## src/rtl/mem_port_arbiter.sv

```systemverilog
// mem_port_arbiter: shares one single-ported, variable-latency memory between
// the CPU instruction-fetch port and the data load/store port. Each port gets a
// one-entry result buffer tagged with the request that filled it. Hazard
// outputs stay high until the buffer holds the answer for the current request.
// Data accesses win over fetches because they belong to the older instruction.
// INST_ADDR_WIDTH must equal DATA_ADDR_WIDTH because PC is driven onto mem_addr.
module mem_port_arbiter #(
    parameter int INST_WIDTH      = 32,
    parameter int INST_ADDR_WIDTH = 32,
    parameter int DATA_WIDTH      = 32,
    parameter int DATA_ADDR_WIDTH = 32
) (
    input  logic                       cpu_clk,
    input  logic                       cpu_rst_n,
    // instruction fetch port
    input  logic [INST_ADDR_WIDTH-1:0] PC,
    output logic [INST_WIDTH-1:0]      INST,
    output logic                       inst_mem_hazard,
    // data load/store port
    input  logic                       cpu_data_mem_read,
    input  logic [DATA_ADDR_WIDTH-1:0] cpu_data_mem_raddr,
    output logic [DATA_WIDTH-1:0]      data_mem_rdata,
    input  logic                       cpu_data_mem_write,
    input  logic [DATA_ADDR_WIDTH-1:0] cpu_data_mem_waddr,
    input  logic [DATA_WIDTH-1:0]      cpu_data_mem_wdata,
    output logic                       data_mem_hazard,
    // memory side
    output logic                       mem_req,
    output logic                       mem_we,
    output logic [DATA_ADDR_WIDTH-1:0] mem_addr,
    output logic [DATA_WIDTH-1:0]      mem_wdata,
    input  logic                       mem_ack,
    input  logic [DATA_WIDTH-1:0]      mem_rdata
);

    localparam logic [1:0] IDLE      = 2'd0;
    localparam logic [1:0] INST_BUSY = 2'd1;
    localparam logic [1:0] DATA_BUSY = 2'd2;

    logic [1:0] state;

    // instruction buffer tag
    logic                       inst_valid;
    logic [INST_ADDR_WIDTH-1:0] inst_tag;

    // data buffer tag: the request whose access has completed
    logic                       data_done;
    logic                       data_tag_we;
    logic [DATA_ADDR_WIDTH-1:0] data_tag_addr;
    logic [DATA_WIDTH-1:0]      data_tag_wdata;

    // current data request, normalised so it can be compared against the tag
    logic                       drq;
    logic                       req_we;
    logic [DATA_ADDR_WIDTH-1:0] req_addr;
    logic [DATA_WIDTH-1:0]      req_wdata;
    logic                       data_tag_match;
    logic                       ack_inst;
    logic                       ack_data;

    // Decode the data request; a simultaneous read and write is treated as a
    // write. Read requests carry zero write data so their tag ignores wdata.
    always_comb begin
        drq       = cpu_data_mem_write | cpu_data_mem_read;
        req_we    = cpu_data_mem_write;
        req_addr  = cpu_data_mem_write ? cpu_data_mem_waddr : cpu_data_mem_raddr;
        req_wdata = cpu_data_mem_write ? cpu_data_mem_wdata : '0;
        data_tag_match = (data_tag_we == req_we) &&
                         (data_tag_addr == req_addr) &&
                         (data_tag_wdata == req_wdata);
        inst_mem_hazard = !(inst_valid && (inst_tag == PC));
        data_mem_hazard = drq && !(data_done && data_tag_match);
        ack_inst = (state == INST_BUSY) && mem_ack;
        ack_data = (state == DATA_BUSY) && mem_ack;
    end

    // Access sequencer. Memory-side outputs are registered and held stable for
    // the whole time mem_req is high. An ack seen in IDLE is ignored.
    always_ff @(posedge cpu_clk or negedge cpu_rst_n) begin
        if (!cpu_rst_n) begin
            state     <= IDLE;
            mem_req   <= 1'b0;
            mem_we    <= 1'b0;
            mem_addr  <= '0;
            mem_wdata <= '0;
        end else begin
            case (state)
                IDLE: begin
                    if (data_mem_hazard) begin
                        state     <= DATA_BUSY;
                        mem_req   <= 1'b1;
                        mem_we    <= req_we;
                        mem_addr  <= req_addr;
                        mem_wdata <= req_wdata;
                    end else if (inst_mem_hazard) begin
                        state    <= INST_BUSY;
                        mem_req  <= 1'b1;
                        mem_we   <= 1'b0;
                        mem_addr <= PC;
                    end
                end
                INST_BUSY, DATA_BUSY: begin
                    if (mem_ack) begin
                        state   <= IDLE;
                        mem_req <= 1'b0;
                    end
                end
                default: begin
                    state   <= IDLE;
                    mem_req <= 1'b0;
                end
            endcase
        end
    end

    // Instruction buffer: fill on fetch completion; invalidate when a store
    // hits the buffered address so the CPU never executes stale code.
    always_ff @(posedge cpu_clk or negedge cpu_rst_n) begin
        if (!cpu_rst_n) begin
            INST       <= '0;
            inst_tag   <= '0;
            inst_valid <= 1'b0;
        end else if (ack_inst) begin
            INST       <= mem_rdata;
            inst_tag   <= mem_addr;
            inst_valid <= 1'b1;
        end else if (ack_data && mem_we && (mem_addr == inst_tag)) begin
            inst_valid <= 1'b0;
        end
    end

    // Data buffer: record the issued request on completion. The result stays
    // claimed until the CPU drops or changes its request; then it is released
    // so a later, different request triggers a fresh access. The tag comes from
    // the issued registers, so an ack coinciding with an input change is still
    // filed under the request that was actually performed.
    always_ff @(posedge cpu_clk or negedge cpu_rst_n) begin
        if (!cpu_rst_n) begin
            data_done      <= 1'b0;
            data_tag_we    <= 1'b0;
            data_tag_addr  <= '0;
            data_tag_wdata <= '0;
            data_mem_rdata <= '0;
        end else if (ack_data) begin
            data_done      <= 1'b1;
            data_tag_we    <= mem_we;
            data_tag_addr  <= mem_addr;
            data_tag_wdata <= mem_wdata;
            if (!mem_we) data_mem_rdata <= mem_rdata;
        end else if (data_done && !(drq && data_tag_match)) begin
            data_done <= 1'b0;
        end
    end

endmodule

```

## config.mk

```make
export PLATFORM = sky130hd
export DESIGN_NAME = mem_port_arbiter
export DESIGN_NICKNAME = d
export VERILOG_FILES = /design/src/rtl/mem_port_arbiter.sv
export SDC_FILE = /design/constraint.sdc
export NUM_CORES = 1
export LEC_CHECK = 0
export BUFFER_PORTS_ARGS = -buffer_cell sky130_fd_sc_hd__buf_2
export CAP_MARGIN = 20
export CORE_AREA = 2 2 154 156
export DETAILED_ROUTE_END_ITERATION = 8
export DIE_AREA = 0 0 156 158
export GPL_ROUTABILITY_DRIVEN = 0
export HOLD_SLACK_MARGIN = 0.15
export MAX_ROUTING_LAYER = met4
export PLACE_DENSITY = 0.75
export SYNTH_ARGS = -nofsm -noshare
export SYNTH_HDL_FRONTEND = slang
export SYNTH_SLANG_ARGS = --single-unit
```

## constraint.sdc

```tcl
create_clock -name cpu_clk -period 4.7 [get_ports cpu_clk]
set_clock_uncertainty 0.15 [all_clocks]
set_input_delay 0.94 -clock cpu_clk [delete_from_list [all_inputs] [get_ports cpu_clk]]
set_output_delay 0.94 -clock cpu_clk [all_outputs]
set_load 0.01 [all_outputs]
```

=== After elaboration in Yosys (flattened, before gate mapping) ===
Index checks and enable logic that the tools add are counted.

* Output and inout port bits: 132
* Flip-flop bits (word level): 231
* Word-level logic and storage cells: 65
* Bits of input ports: 165

* Bitwise gates (word level): 2
* Reductions and logical operators: 22
* Equal/unequal tests: 10
* Muxes and demuxes: 18

{| class="wikitable"
|+ Operators by type and width
! cell !! number
|-
| == test 32 bit || 4
|-
| two-way mux 32 bit || 4
|-
| logical AND 1 bit || 11
|-
| two-way mux 1 bit || 9
|-
| AND reduction 2 bit || 4
|-
| two-way mux 2 bit || 3
|-
| != test 2 bit (second input constant) || 2
|-
| one-hot mux 2 bit (2 select lines) || 1
|-
| nonzero test 2 bit || 2
|-
| zero test 1 bit || 3
|-
| != test 3 bit (second input constant) || 1
|-
| == test 2 x 1 -> 1 bit (second input constant) || 1
|-
| == test 2 bit (second input constant) || 1
|-
| zero test 2 bit || 1
|-
| one-hot mux 1 bit (2 select lines) || 1
|-
| OR reduction 2 bit || 1
|-
| == test 1 bit || 1
|-
| inverter 1 bit || 1
|-
| OR 1 bit || 1
|}

=== Logic depth before layout (Yosys ltp) ===
* Depth in word-level cells: 9
* Gate-level depth with buffers: 13
* Mapped depth without buffers: 9

=== Worst setup path after synthesis ===
Ideal clock, no wire load.

* Path type: input port to output port
* Start: input port cpu_data_mem_write
* End: output port data_mem_hazard
* Path buffers: 3
* Data arrival time: 2.928 ns
* Cell stages on the path: 9
* Slack: 0.682 ns
* Data required time: 3.610 ns
* Cells stage by stage: buf_2 or4_1 a211o_1 a2111o_1 nor4_2 and3_1 buf_4 buf_2 nor2_1

* Cells in the longest elaborated chain, start to end: 7
* Elaborated cells between the ends (all ways): 11
* Classes of those cells: eq/ne (3); mux (2); bitwise (1); reduce/logical (5)

{| class="wikitable"
|+ RTL lines
! what !! RTL line !! RTL
|-
| start: declaration || 23 || <nowiki>input logic cpu_data_mem_write,</nowiki>
|-
| two-way mux 32 bit || 66 || <nowiki>req_addr = cpu_data_mem_write ? cpu_data_mem_waddr : cpu_data_mem_raddr;</nowiki>
|-
| == test 32 bit || 69 || <nowiki>(data_tag_addr == req_addr) &&</nowiki>
|-
| logical AND 1 bit || 68 || <nowiki>data_tag_match = (data_tag_we == req_we) &&</nowiki>
|-
| logical AND 1 bit || 69 ||
|-
| logical AND 1 bit || 72 || <nowiki>data_mem_hazard = drq && !(data_done && data_tag_match);</nowiki>
|-
| zero test 1 bit || 72 ||
|-
| logical AND 1 bit (*) || 72 ||
|-
| end: declaration || 26 || <nowiki>output logic data_mem_hazard,</nowiki>
|}

Mark *: on every way between the ends. The rest lies on a longest branch, timed or not.

=== Final worst setup path ===
Ends and elaborated chain as after synthesis.

==> results.sh <==
export IMPL_outcome="finished, final reports clean"
export IMPL_die_h_um=158
export IMPL_syn_inst=941
export IMPL_worst_slew_pin_slew_ps=996
export IMPL_path_cells="buf_4, buf_12, mux2i_1, xnor2_1, nor4_1, o2111ai_1, nor4_2, and3_1, nor2_1, buf_2"
export IMPL_placedInstanceArea_um2=13000
export IMPL_timing_rr_start="data_tag_wdata[4]"
export IMPL_fmax_mhz=226
export IMPL_hold_viol_final=0
export IMPL_criticalPathCategory="input pin to primary output"
export IMPL_fp_dieArea_um2=24600
export IMPL_layout_setup_ws_ps=269
export IMPL_clk_latency_ps=520
export IMPL_syn_nets=1109
export IMPL_clock_sinks=231
export IMPL_worst_setup_path_end_kind="primary output"
export IMPL_slowest_delay_ps=440
export IMPL_drc=0
export IMPL_crit_family="simple AND/OR/NAND/NOR gates"
export IMPL_synthTopCellsByArea="dfrtp_1, mux2_2, xnor2_1"
export IMPL_crit_slowest_cell="nor4_1"
export IMPL_p_leak_nw=6.25
export IMPL_core_um2=23100
export IMPL_relSlewSlack=0.336
export IMPL_wl_met3_um=2540
export IMPL_hold_path_class="input pin to async pin"
export IMPL_io_pins=297
export IMPL_drive_gt1_frac=0.420
export IMPL_worstPathArrival_ps=3340
export IMPL_cts_max_level=1
export IMPL_num_rows=56
export IMPL_cts_tree="done"
export IMPL_cts_setup_buffers=0
export IMPL_route_met2_wl_um=15700
export IMPL_dr_pass1_iters=5
export IMPL_clockBufferDepth=3
export IMPL_clkSlewWorstSetupHoldPaths_ps=60
export IMPL_period_share=0.943
export IMPL_regArea_um2=5780
export IMPL_setup_viol=0
export IMPL_yosysWarnings=0
export IMPL_met1Wirelength_um=13300
export IMPL_rr_worst_depth=9
export IMPL_final_area_um2=13900
export IMPL_power_density_nw_per_um2=662
export IMPL_grt_total_usage=0.267
export IMPL_wl_per_cell_um=21.3
export IMPL_fin_nets=1396
export IMPL_dr_max_layer_used="met4"
export IMPL_avgViaCountPerCell=5.83
export IMPL_fillerInstances=1901
export IMPL_synth_top_cell_area_share=0.513
export IMPL_antenna_found_initial=1
export IMPL_cp_start_kind="input pin"
export IMPL_seq_area_frac_synth=0.513
export IMPL_grt_max_degree=103
export IMPL_cap_violations=0
export IMPL_numCtsBuffers=26
export IMPL_dp_hpwl_um=23500
export IMPL_vias=8966
export IMPL_ys_types=55
export IMPL_drv_slew=0
export IMPL_die_w_um=156
export IMPL_ctsResizeCount=0
export IMPL_fin_crit_ps=4430
export IMPL_ys_ff_latch=231
export IMPL_r2r_end="mem_addr[0]"
export IMPL_start_util=0.489
export IMPL_overflow=0
export IMPL_areaGrowthSynthToFinish_pct=23.1
export IMPL_syn_cell_area_um2=11300
export IMPL_required_ps=3610
export IMPL_first_iter_violations=548
export IMPL_hold_buffers=0
export IMPL_crit_fanout=24
export IMPL_cts_root_buf="clkbuf_16"
export IMPL_antenna_left=0
export IMPL_rsz0062_at_grt="no"
export IMPL_grt_pass1_wl_um=49400
export IMPL_vdd_drop_max_mv=0.336
export IMPL_grt_pass1_vias=8898
export IMPL_synth_edf_count=0
export IMPL_ys_flop_type="dfrtp_1"
export IMPL_yosys_area_top_type="dfrtp_1"
export IMPL_reg2reg_slack_ps=1220
export IMPL_ys_async_sr_fraction=1.00
export IMPL_multiInputGateArea_um2=5130
export IMPL_worst_path_buf_inv=3
export IMPL_syn_avg_cell_area_um2=12.0
export IMPL_setup_tns_ps=0
export IMPL_finalWirelength_um=32700
export IMPL_portBuffers=296
export IMPL_place_ws_ps=325
## layout make-up
type | count | area share
clock buffers | 42 | 0.0564
diodes | 2 | 0.000361
inverters | 25 | 0.00677
flip-flops and latches | 231 | 0.417
repair buffers | 316 | 0.120
clock inverters | 4 | 0.00325
well taps | 290 | 0.0262
multi-input cells | 628 | 0.370
## through the flow
step / hold slack (ps) / total power [W] / util / cells
after CTS: 340 / 0.00924 / 0.601 / 1536
after global routing: 361 / 0.00971 / 0.601 / 1537
after detailed placement: 326 / 0.00724 / 0.565 / 1490
after global placement: 307 / 0.00710 / 0.565 / 1490
after floorplan: 295 / 0.00580 / - / 941
final: 323 / 0.00918 / 0.601 / 1538
## cells by family after synthesis
group,count (synthesis),share of synthesized area
buffers and inverters,82,0.0322
flip-flops,231,0.513
XOR/XNOR,99,0.0770
multiplexers,189,0.186
adder cells (fa/ha/maj),3,0.00333
AND/OR/NAND/NOR,163,0.0768
AO/OA/AOI/OAI,174,0.112
## worst max path at each step
stage                     depth (start not counted)         endpoint                from
after floorplan                                   9  data_mem_hazard  cpu_data_mem_write
after detailed placement                         12      mem_addr[0]  cpu_data_mem_write
after global placement                           10  data_mem_hazard  cpu_data_mem_write
after global routing                             10  data_mem_hazard  cpu_data_mem_write
final                                            10  data_mem_hazard  cpu_data_mem_write
after CTS                                        10  data_mem_hazard  cpu_data_mem_write
## cells in the final DEF, fill, tap and decap left out, types with 3 or more instances in the layout
cell type and count:
mux2i_1 27, xnor2_1 64, a31oi_1 6, or4_1 4, o221ai_1 3, o22ai_1 7
buf_2 294, o21ai_0 71, a21oi_1 5, a22oi_1 6, a2bb2oi_1 4, nor2_1 22
clkbuf_8 5, clkbuf_1 10, nand2_1 44, nor4_1 13, nand2b_1 5, nand4_1 40
clkinv_2 3, ha_1 3, dfrtp_1 231, xor2_1 35, a2111oi_0 6, nor3_1 7
nand3_1 12, clkbuf_16 27, o31ai_1 12, nor4bb_1 4, inv_1 25, a21o_1 6
buf_4 19, mux2_2 162, o221a_1 31
## synth_stat cells (all sizes together) (2+ instances only)
master   number
mux2        162
nor4         15
buf          21
o2111ai       2
a31oi         6
inv          25
o221a        32
a21o          6
dfrtp       231
nor2b         2
o22ai         7
a2111oi       6
a22oi         6
o2bb2ai       2
nor2         22
nor4bb        4
xnor2        64
a2bb2oi       4
o221ai        3
o21ai        72
o31ai        12
nand4        40
nand2        46
nand3        13
a21oi         5
nand2b        5
or2           2
nor3          7
xor2         35
ha            3
mux2i        27
clkbuf       36
or4           4
## metal layers
metal  GRT usage  vias to the layer above
li1            -                     4047
met1       0.338                     4451
met2       0.426                      391
met3      0.0569                       77
met4      0.0983                        0
met5           -                        -
## flip-flops by register name (all words and copies together), names as in the netlist
signal / count
data_tag_wdata: 32
mem_addr: 32
inst_valid: 1
mem_wdata: 32
data_tag_we: 1
mem_req: 1
data_mem_rdata: 32
data_tag_addr: 32
data_done: 1
mem_we: 1
inst_tag: 32
INST: 32
state: 2
## power breakdown
part	internal, W	leakage, nW	total, W	switching [W]
combinational	0.00172	3.12	0.00347	0.00175
sequential	0.00292	2.72	0.00375	0.000824
clock	0.00118	0.406	0.00197	0.000783
No activity file was read; power rests on OpenSTA's default activity.
